<file path="src/rtl/code_mem_server.sv">
// code_mem_server
//   Responder end of the instruction-cache code interface. Each 32-bit code
//   word is fetched from a 16-bit asynchronous code memory as two halfword
//   reads (low half, then high half), each stretched by W wait states.
//
//   Optional feature macro: CODE_PREFETCH_EN
//     When defined, a delivered word whose address is not the last word of
//     an 8-word line immediately starts a speculative fetch of the next word.
//     The speculative word is only delivered if the requester still asks for
//     that address when its high half completes.
//
// Ports
//   clk        single clock
//   rst        synchronous active-high reset
//   code_rd    line-fill request, held for the whole burst
//   code_addr  word address (ADDRLEN-2 bits)
//   code_valid one-cycle pulse, code_data valid in that cycle
//   code_data  fetched word {high half, low half}; holds between pulses
//   wait_cfg   wait states per halfword access
//   mem_rd     memory output enable
//   mem_addr   halfword address to the code memory
//   mem_rdata  memory read data
module code_mem_server #(
   parameter int ADDRLEN = 24,
   parameter int WAITW   = 4
) (
   input  logic               clk,
   input  logic               rst,
   input  logic               code_rd,
   input  logic [ADDRLEN-3:0] code_addr,
   output logic               code_valid,
   output logic [31:0]        code_data,
   input  logic [WAITW-1:0]   wait_cfg,
   output logic               mem_rd,
   output logic [ADDRLEN-2:0] mem_addr,
   input  logic [15:0]        mem_rdata
);

   typedef enum logic [1:0] {
      IDLE,
      LO,
      HI,
      VALID
   } state_t;

   state_t             state, state_nxt;
   logic [ADDRLEN-3:0] a, a_nxt;
   logic [WAITW-1:0]   w, w_nxt;
   logic [WAITW-1:0]   cnt, cnt_nxt;
   logic [31:0]        data_nxt;
   logic               deliver;

`ifdef CODE_PREFETCH_EN
   // A speculative word is only handed over if the requester still wants
   // exactly the address being fetched.
   assign deliver = code_rd && (code_addr == a);
`else
   assign deliver = code_rd;
`endif

   // Halfword address: the word address with the half select in bit 0.
   assign mem_addr = {a, (state == HI)};

   always_ff @(posedge clk) begin
      if (rst) begin
         state     <= IDLE;
         a         <= '0;
         w         <= '0;
         cnt       <= '0;
         code_data <= '0;
      end else begin
         state     <= state_nxt;
         a         <= a_nxt;
         w         <= w_nxt;
         cnt       <= cnt_nxt;
         code_data <= data_nxt;
      end
   end

   always_comb begin
      state_nxt  = state;
      a_nxt      = a;
      w_nxt      = w;
      cnt_nxt    = cnt;
      data_nxt   = code_data;
      code_valid = 1'b0;
      mem_rd     = 1'b0;

      case (state)
         IDLE: begin
            if (code_rd) begin
               a_nxt     = code_addr;
               w_nxt     = wait_cfg;
               cnt_nxt   = wait_cfg;
               state_nxt = LO;
            end
         end

         LO: begin
            mem_rd = 1'b1;
            if (cnt == '0) begin
               data_nxt[15:0] = mem_rdata;
               cnt_nxt        = w;
               state_nxt      = HI;
            end else begin
               cnt_nxt = cnt - 1'b1;
            end
         end

         HI: begin
            mem_rd = 1'b1;
            if (cnt == '0) begin
               // The high half is captured even when the word is discarded.
               data_nxt[31:16] = mem_rdata;
               state_nxt       = deliver ? VALID : IDLE;
            end else begin
               cnt_nxt = cnt - 1'b1;
            end
         end

         VALID: begin
            code_valid = 1'b1;
            state_nxt  = IDLE;
`ifdef CODE_PREFETCH_EN
            if (a[2:0] != 3'b111) begin
               a_nxt     = a + 1'b1;
               cnt_nxt   = w;
               state_nxt = LO;
            end
`endif
         end

         default: state_nxt = IDLE;
      endcase
   end

endmodule

</file>
<file path="config.mk">
export PLATFORM = sky130hd
export DESIGN_NAME = code_mem_server
export DESIGN_NICKNAME = d
export VERILOG_FILES = /design/src/rtl/code_mem_server.sv
export SDC_FILE = /design/constraint.sdc
export NUM_CORES = 1
export LEC_CHECK = 0
export ABC_CLOCK_PERIOD_IN_PS = 3700
export CAP_MARGIN = 20
export CORE_MARGIN = 3
export CORE_UTILIZATION = 46
export DETAILED_ROUTE_END_ITERATION = 8
export GPL_ROUTABILITY_DRIVEN = 0
export MAX_ROUTING_LAYER = met4
export PLACE_DENSITY = 0.81
export SYNTH_ARGS = -nofsm -noshare
export SYNTH_HDL_FRONTEND = slang
export SYNTH_SLANG_ARGS = --single-unit
</file>
<file path="constraint.sdc">
create_clock -name clk -period 3.7 [get_ports clk]
set_input_delay 0.74 -clock clk [delete_from_list [all_inputs] [get_ports clk]]
set_output_delay 0.74 -clock clk [all_outputs]
set_load 0.005 [all_outputs]
</file>
Yosys cells after proc, flatten, opt, wreduce, memory -nomap -nowiden. Index checks and enable logic that the tools add are counted.

$add $sub $neg: 1. Equal/unequal tests: 7. Mux-type cells: 11. Reduce and logical (&&, ||, !) cells: 9.

Operators with widths (count): $mux W4 (3); $pmux W4 S3 (1); $mux W2 (4); $pmux W2 S4 (1); $ne A2 B2 Y1 const B (3); $reduce_and A2 Y1 (3); $reduce_and A3 Y1 (2); $eq A2 B2 Y1 const B (2); $logic_not A4 Y1 (1); $sub A4 B1 Y4 const B (1); $reduce_bool A3 Y1 (1); $eq A2 B1 Y1 const B (1); $logic_not A2 Y1 (1); $mux W1 (2); $ne A2 B1 Y1 const B (1); $reduce_or A2 Y1 (1).

Register bits after elaboration: 64. Input port bits: 45. Output and inout bits: 57.

Depth between registers and ports, before layout.
Word-level depth: 3. Gate-level depth with buffers: 8. Mapped depth without buffers: 6.

Worst setup path before layout. OpenSTA, ideal clock, no wires.

Path kind: reg2reg. Start point: register state[0]. End point: register cnt[1]. Setup time: 112 ps. Arrival: 1722 ps. Path slack: 1866 ps. Cell stages (with the launch flop): 9. Path buffers: 2. Clock period less this slack: 1834 ps. Cell sequence: dfxtp_1 inv_1 ha_1 buf_6 nor4bb_2 buf_6 nor3_4 nor2_1 a2111oi_1.

Word-level cells in the longest chain between the ends: 3. Elaborated cells between the ends (all ways): 8. Classes of those cells: eq/ne: 4; mux: 1; reduce/logical: 3.

RTL lines: from (decl) (line 46) `state_t state, state_nxt;`; from (signal assigned) (line 72) `state <= state_nxt;`; $eq A2 B2 Y1 (*); via mem_addr[0] (line 35) `output logic [ADDRLEN-2:0] mem_addr,`; $ne A2 B2 Y1 (no source line) or $reduce_bool A3 Y1 (tied branches); $reduce_and A3 Y1 (no source line); to (signal assigned) (line 75) `cnt <= cnt_nxt;`; to (decl) (line 49) `logic [WAITW-1:0] cnt, cnt_nxt;`.

The timed path passes the listed nets; every way through them passes the cells marked *. A chain may end at the register's enable or synchronous reset.

Final worst setup path.
Start point: register state[0]. End point: output mem_rd.

Word-level cells in the longest chain between the ends: 3. Elaborated cells between the ends (all ways): 4. Classes of those cells: eq/ne: 2; mux: 1; reduce/logical: 1.

RTL lines: $eq A2 B2 Y1 or $eq A2 B1 Y1 (tied branches) (line 89) `case (state)`; $reduce_or A2 Y1 (no source line) (*); $mux W1 (*) (line 89); to (decl) (line 34) `output logic mem_rd,`.

Every way passes the cells marked *; elsewhere a longest branch is shown, timed or not.

==> implementation parameters <==
Parameter                              Value

Pwr
  IR Drop Worst-Case VDD    0.351 mV
  Internal power    1.69 mW
  Leakage    1.36 nW
  Relative contribution of sequential cells to total power    36.7%
  Total power per unit cell area    664 mW/mm^2
  Switching power total    0.813 mW
  Proportion of total power due to net switching    32.5%
  Part of the total power dissipated in the clock network    26.5%
  Total power    2.50 mW
  Comb pwr share    36.8%

Timing
  Worst hold slack after final layout    0.453 ns
  Worst relative slew slack    40.7%
  Final setup TNS    0 ns
  Number of max-slew violations in the final report    0
  Final setup margin    1.18 ns
  Number of setup violations in the final report    0
  Final-report hold violation count    0
  Fin crit period    2.52 ns
  Worst Tran Pin Value    0.889 ns
  Setup repair after global routing missed its margin    false
  Post-route clock period utilization    68.1%
  Fmax    397 MHz
  Layout Skew    0.00868 ns

CTS
  TritonCTS clock tree    yes
  Bufs on Longest Clock Path    2
  CTS clk-pin slew, worst paths    0.06 ns
  Clock H-tree levels    3
  Number of CTS-inserted buffers    9
  Setup repair bufs after CTS    0
  CTS sink cnt    64
  Clock tree root buffer cell    sky130_fd_sc_hd__clkbuf_8
  Hold-fix buffer count after cts    0
  Clock latency at the later pin of the worst-skew pair    0.33 ns
  PostCTS Resize Cnt    0

Logic synthesis
  Portion of the post-synthesis area used by sequential elements    50.9%
  Average instance area after synthesis    7.93 um^2
  Post-Syn Nets    369
  Warnings from Yosys    0
  Post-synth top area cell    sky130_fd_sc_hd__dfxtp_1
  Total of flip-flops plus latches after synthesis    64
  Dominant cells by area after synthesis    sky130_fd_sc_hd__dfxtp_1, sky130_fd_sc_hd__nand2_1, sky130_fd_sc_hd__a21oi_1
  Post-Syn Area    0.00251 mm^2
  Count of distinct cell types in the synthesized netlist    31
  Share of the synthesized area in the top cell type    50.9%
  Number of instances in the synthesized netlist    317

Placed design
  Post-placement cell count    471
  Pre-CTS setup slack    1.31 ns
  # port buffers    101
  Hpwl dp    4340 um

Worst setup path
  R2r worst-path depth    6
  Sort of element at the start of the critical path    flip-flop
  Worst Setup Path Type    reg -> out
  Crit path buf inv count    2
  Capturing element type of the critical path    output pin
  Required time reported for the critical path endpoint    2.96 ns
  Capture point of the worst reg-to-reg path    cnt[1]
  Reg2reg start    state[1]
  Beginning of the critical path    state[0]
  Crit. path cell count    3
  Worst path max stage delay    0.54 ns
  Worst path slowest cell    sky130_fd_sc_hd__clkdlybuf4s50_1
  Worst path top cell family by delay    buffers and inverters
  Worst setup path endpoint    mem_rd
  Ordered list of cells on the worst path    inv_1 > ha_1 > clkdlybuf4s50_1
  Worst-path maximum fanout    6
  Arr. time, crit path    1.78 ns
  Flop2flop setup slack    1.57 ns

Layout
  Net count reported at finish    464
  Most common library cell in the layout ignoring fill and taps    sky130_fd_sc_hd__nand2_1
  Most used cells in the layout excluding fill and tap cells    sky130_fd_sc_hd__nand2_1, sky130_fd_sc_hd__clkdlybuf4s50_1, sky130_fd_sc_hd__a21oi_1
  Final-layout fill cell count    434
  Fraction of final layout cells with drive strength greater than 1    5.05%
  # diodes    0
  Final std cells w/o fill    486
  Layout-stage area growth over the synthesis result    49.7%

Floorplanning
  Ports    102
  Number of standard-cell rows in the floorplan    26
  Starting density of the core    48.3%
  Height of the die    79.9 um
  Die Wd    79.9 um
  Placeable core region    0.00520 mm^2
  Total die area    0.00639 mm^2

Routing
  Post-detailed-route DRC marker count    0
  Met2 Routed Length    3030 um
  Residual antenna-violating net count after detailed routing    0
  Detailed Routing Iterations Pass 1    4
  Total wire length after detailed routing    6430 um
  Via count of the routed design    2412
  Vias per cell    4.96
  Detailed-route wire length on metal 1    2790 um
  Met3 Routed Length    552 um
  Highest metal layer with signal wires    met4
  First-iteration detailed-routing DRC count    122
  Post-DR wirelength/cell    13.2 um

Hold path
  Hold-critical path depth    2
  Worst min path class    reg -> reg

Global route
  Global Route Usage Sum    21.6%
  First-pass GRT wire length    10500 um
  Largest net degree at the start of global routing    48
  Aggregate global routing overflow    0
  Number of antenna violations at the first check in global routing    0
  Number of global-route vias before repair    2406

Status
  Result of the run    completed

Run
  Max Cap Viol    0
Yosys cell counts, drive strengths merged:
| master | n |
|---|---|
| nor3 | 3 |
| dfxtp | 64 |
| or2 | 1 |
| and4bb | 1 |
| a2111oi | 1 |
| o211ai | 1 |
| nor4 | 1 |
| inv | 6 |
| nor2 | 7 |
| ha | 7 |
| nor4bb | 1 |
| a311oi | 2 |
| clkbuf | 12 |
| buf | 7 |
| nand2 | 123 |
| or3b | 1 |
| a211oi | 3 |
| mux2i | 1 |
| and2 | 1 |
| o21ba | 1 |
| a31o | 1 |
| nor2b | 1 |
| o211a | 1 |
| o21ai | 2 |
| a221o | 1 |
| o31a | 1 |
| a21oi | 65 |
| nor3b | 1 |
per-stage QoR:
stage,area (um^2),util [%]
4_1_cts,3760,72.3
5_1_grt,3760,72.3
3_5_place_dp,3540,68.1
2_1_floorplan,2510,-
3_3_place_gp,3540,68.1
6_report,3760,72.3
flip-flops by register name, indices dropped and copies added (netlist names):
| signal | count |
|---|---|
| w | 4 |
| cnt | 4 |
| code_data | 32 |
| state | 2 |
| a | 22 |
kinds of logic (layout without fill, tap and decap cells):
kind of cell | Yosys count | after routing | synth area share (%)
AND/OR/NAND/NOR | 141 | 141 | 23.2
AO/OA/AOI/OAI | 79 | 79 | 17.5
flip-flops | 64 | 64 | 50.9
buffers and inverters | 25 | 124 | 4.43
adder cells (fa/ha/maj) | 7 | 7 | 3.48
multiplexers | 1 | 1 | 0.398
power by group through the flow:
stage / Combinational [mW] / Clock [mW] / Sequential [mW]
floorplan: 0.542 / 0 / 0.924
global placement: 0.902 / 0 / 0.926
detailed placement: 0.922 / 0 / 0.932
CTS: 0.930 / 0.673 / 0.919
global route: 1.03 / 0.701 / 0.938
finish: 0.920 / 0.662 / 0.919
worst min path at each step:
stage,slack (ns),to,from
final,0.45,code_data[30],code_data[30]
after global routing,0.47,a[1],a[1]
after CTS,0.45,a[21],a[21]
after detailed placement,0.45,code_data[15],code_data[15]
after global placement,0.44,code_data[9],code_data[9]
after floorplan,0.44,w[1],w[1]
layer usage:
layer,global-route usage [%],up-vias
met4,8.78,0
li1,-,1235
met3,7.67,6
met5,-,-
met2,34.8,85
met1,24.3,1086
worst register-to-register path, stage by stage, from the launching register on:
cell	delay, ns
sky130_fd_sc_hd__dfxtp_1	0.35
sky130_fd_sc_hd__inv_1	0.12
sky130_fd_sc_hd__ha_1	0.22
sky130_fd_sc_hd__and4bb_1	0.74
sky130_fd_sc_hd__nand2_1	0.12
sky130_fd_sc_hd__o211a_1	0.15
sky130_fd_sc_hd__a2111oi_1	0.32
layout make-up:
class / instances / area [um^2] / area share, %
flip-flops and latches: 64 / 1280 / 34.0
repair buffers: 103 / 1020 / 27.1
well taps: 70 / 87.6 / 2.33
inverters: 6 / 22.5 / 0.598
clock inverters: 3 / 65.1 / 1.73
clock buffers: 12 / 155 / 4.12
multi-input cells: 228 / 1130 / 30.1
Power figures use the tool's default switching activity.
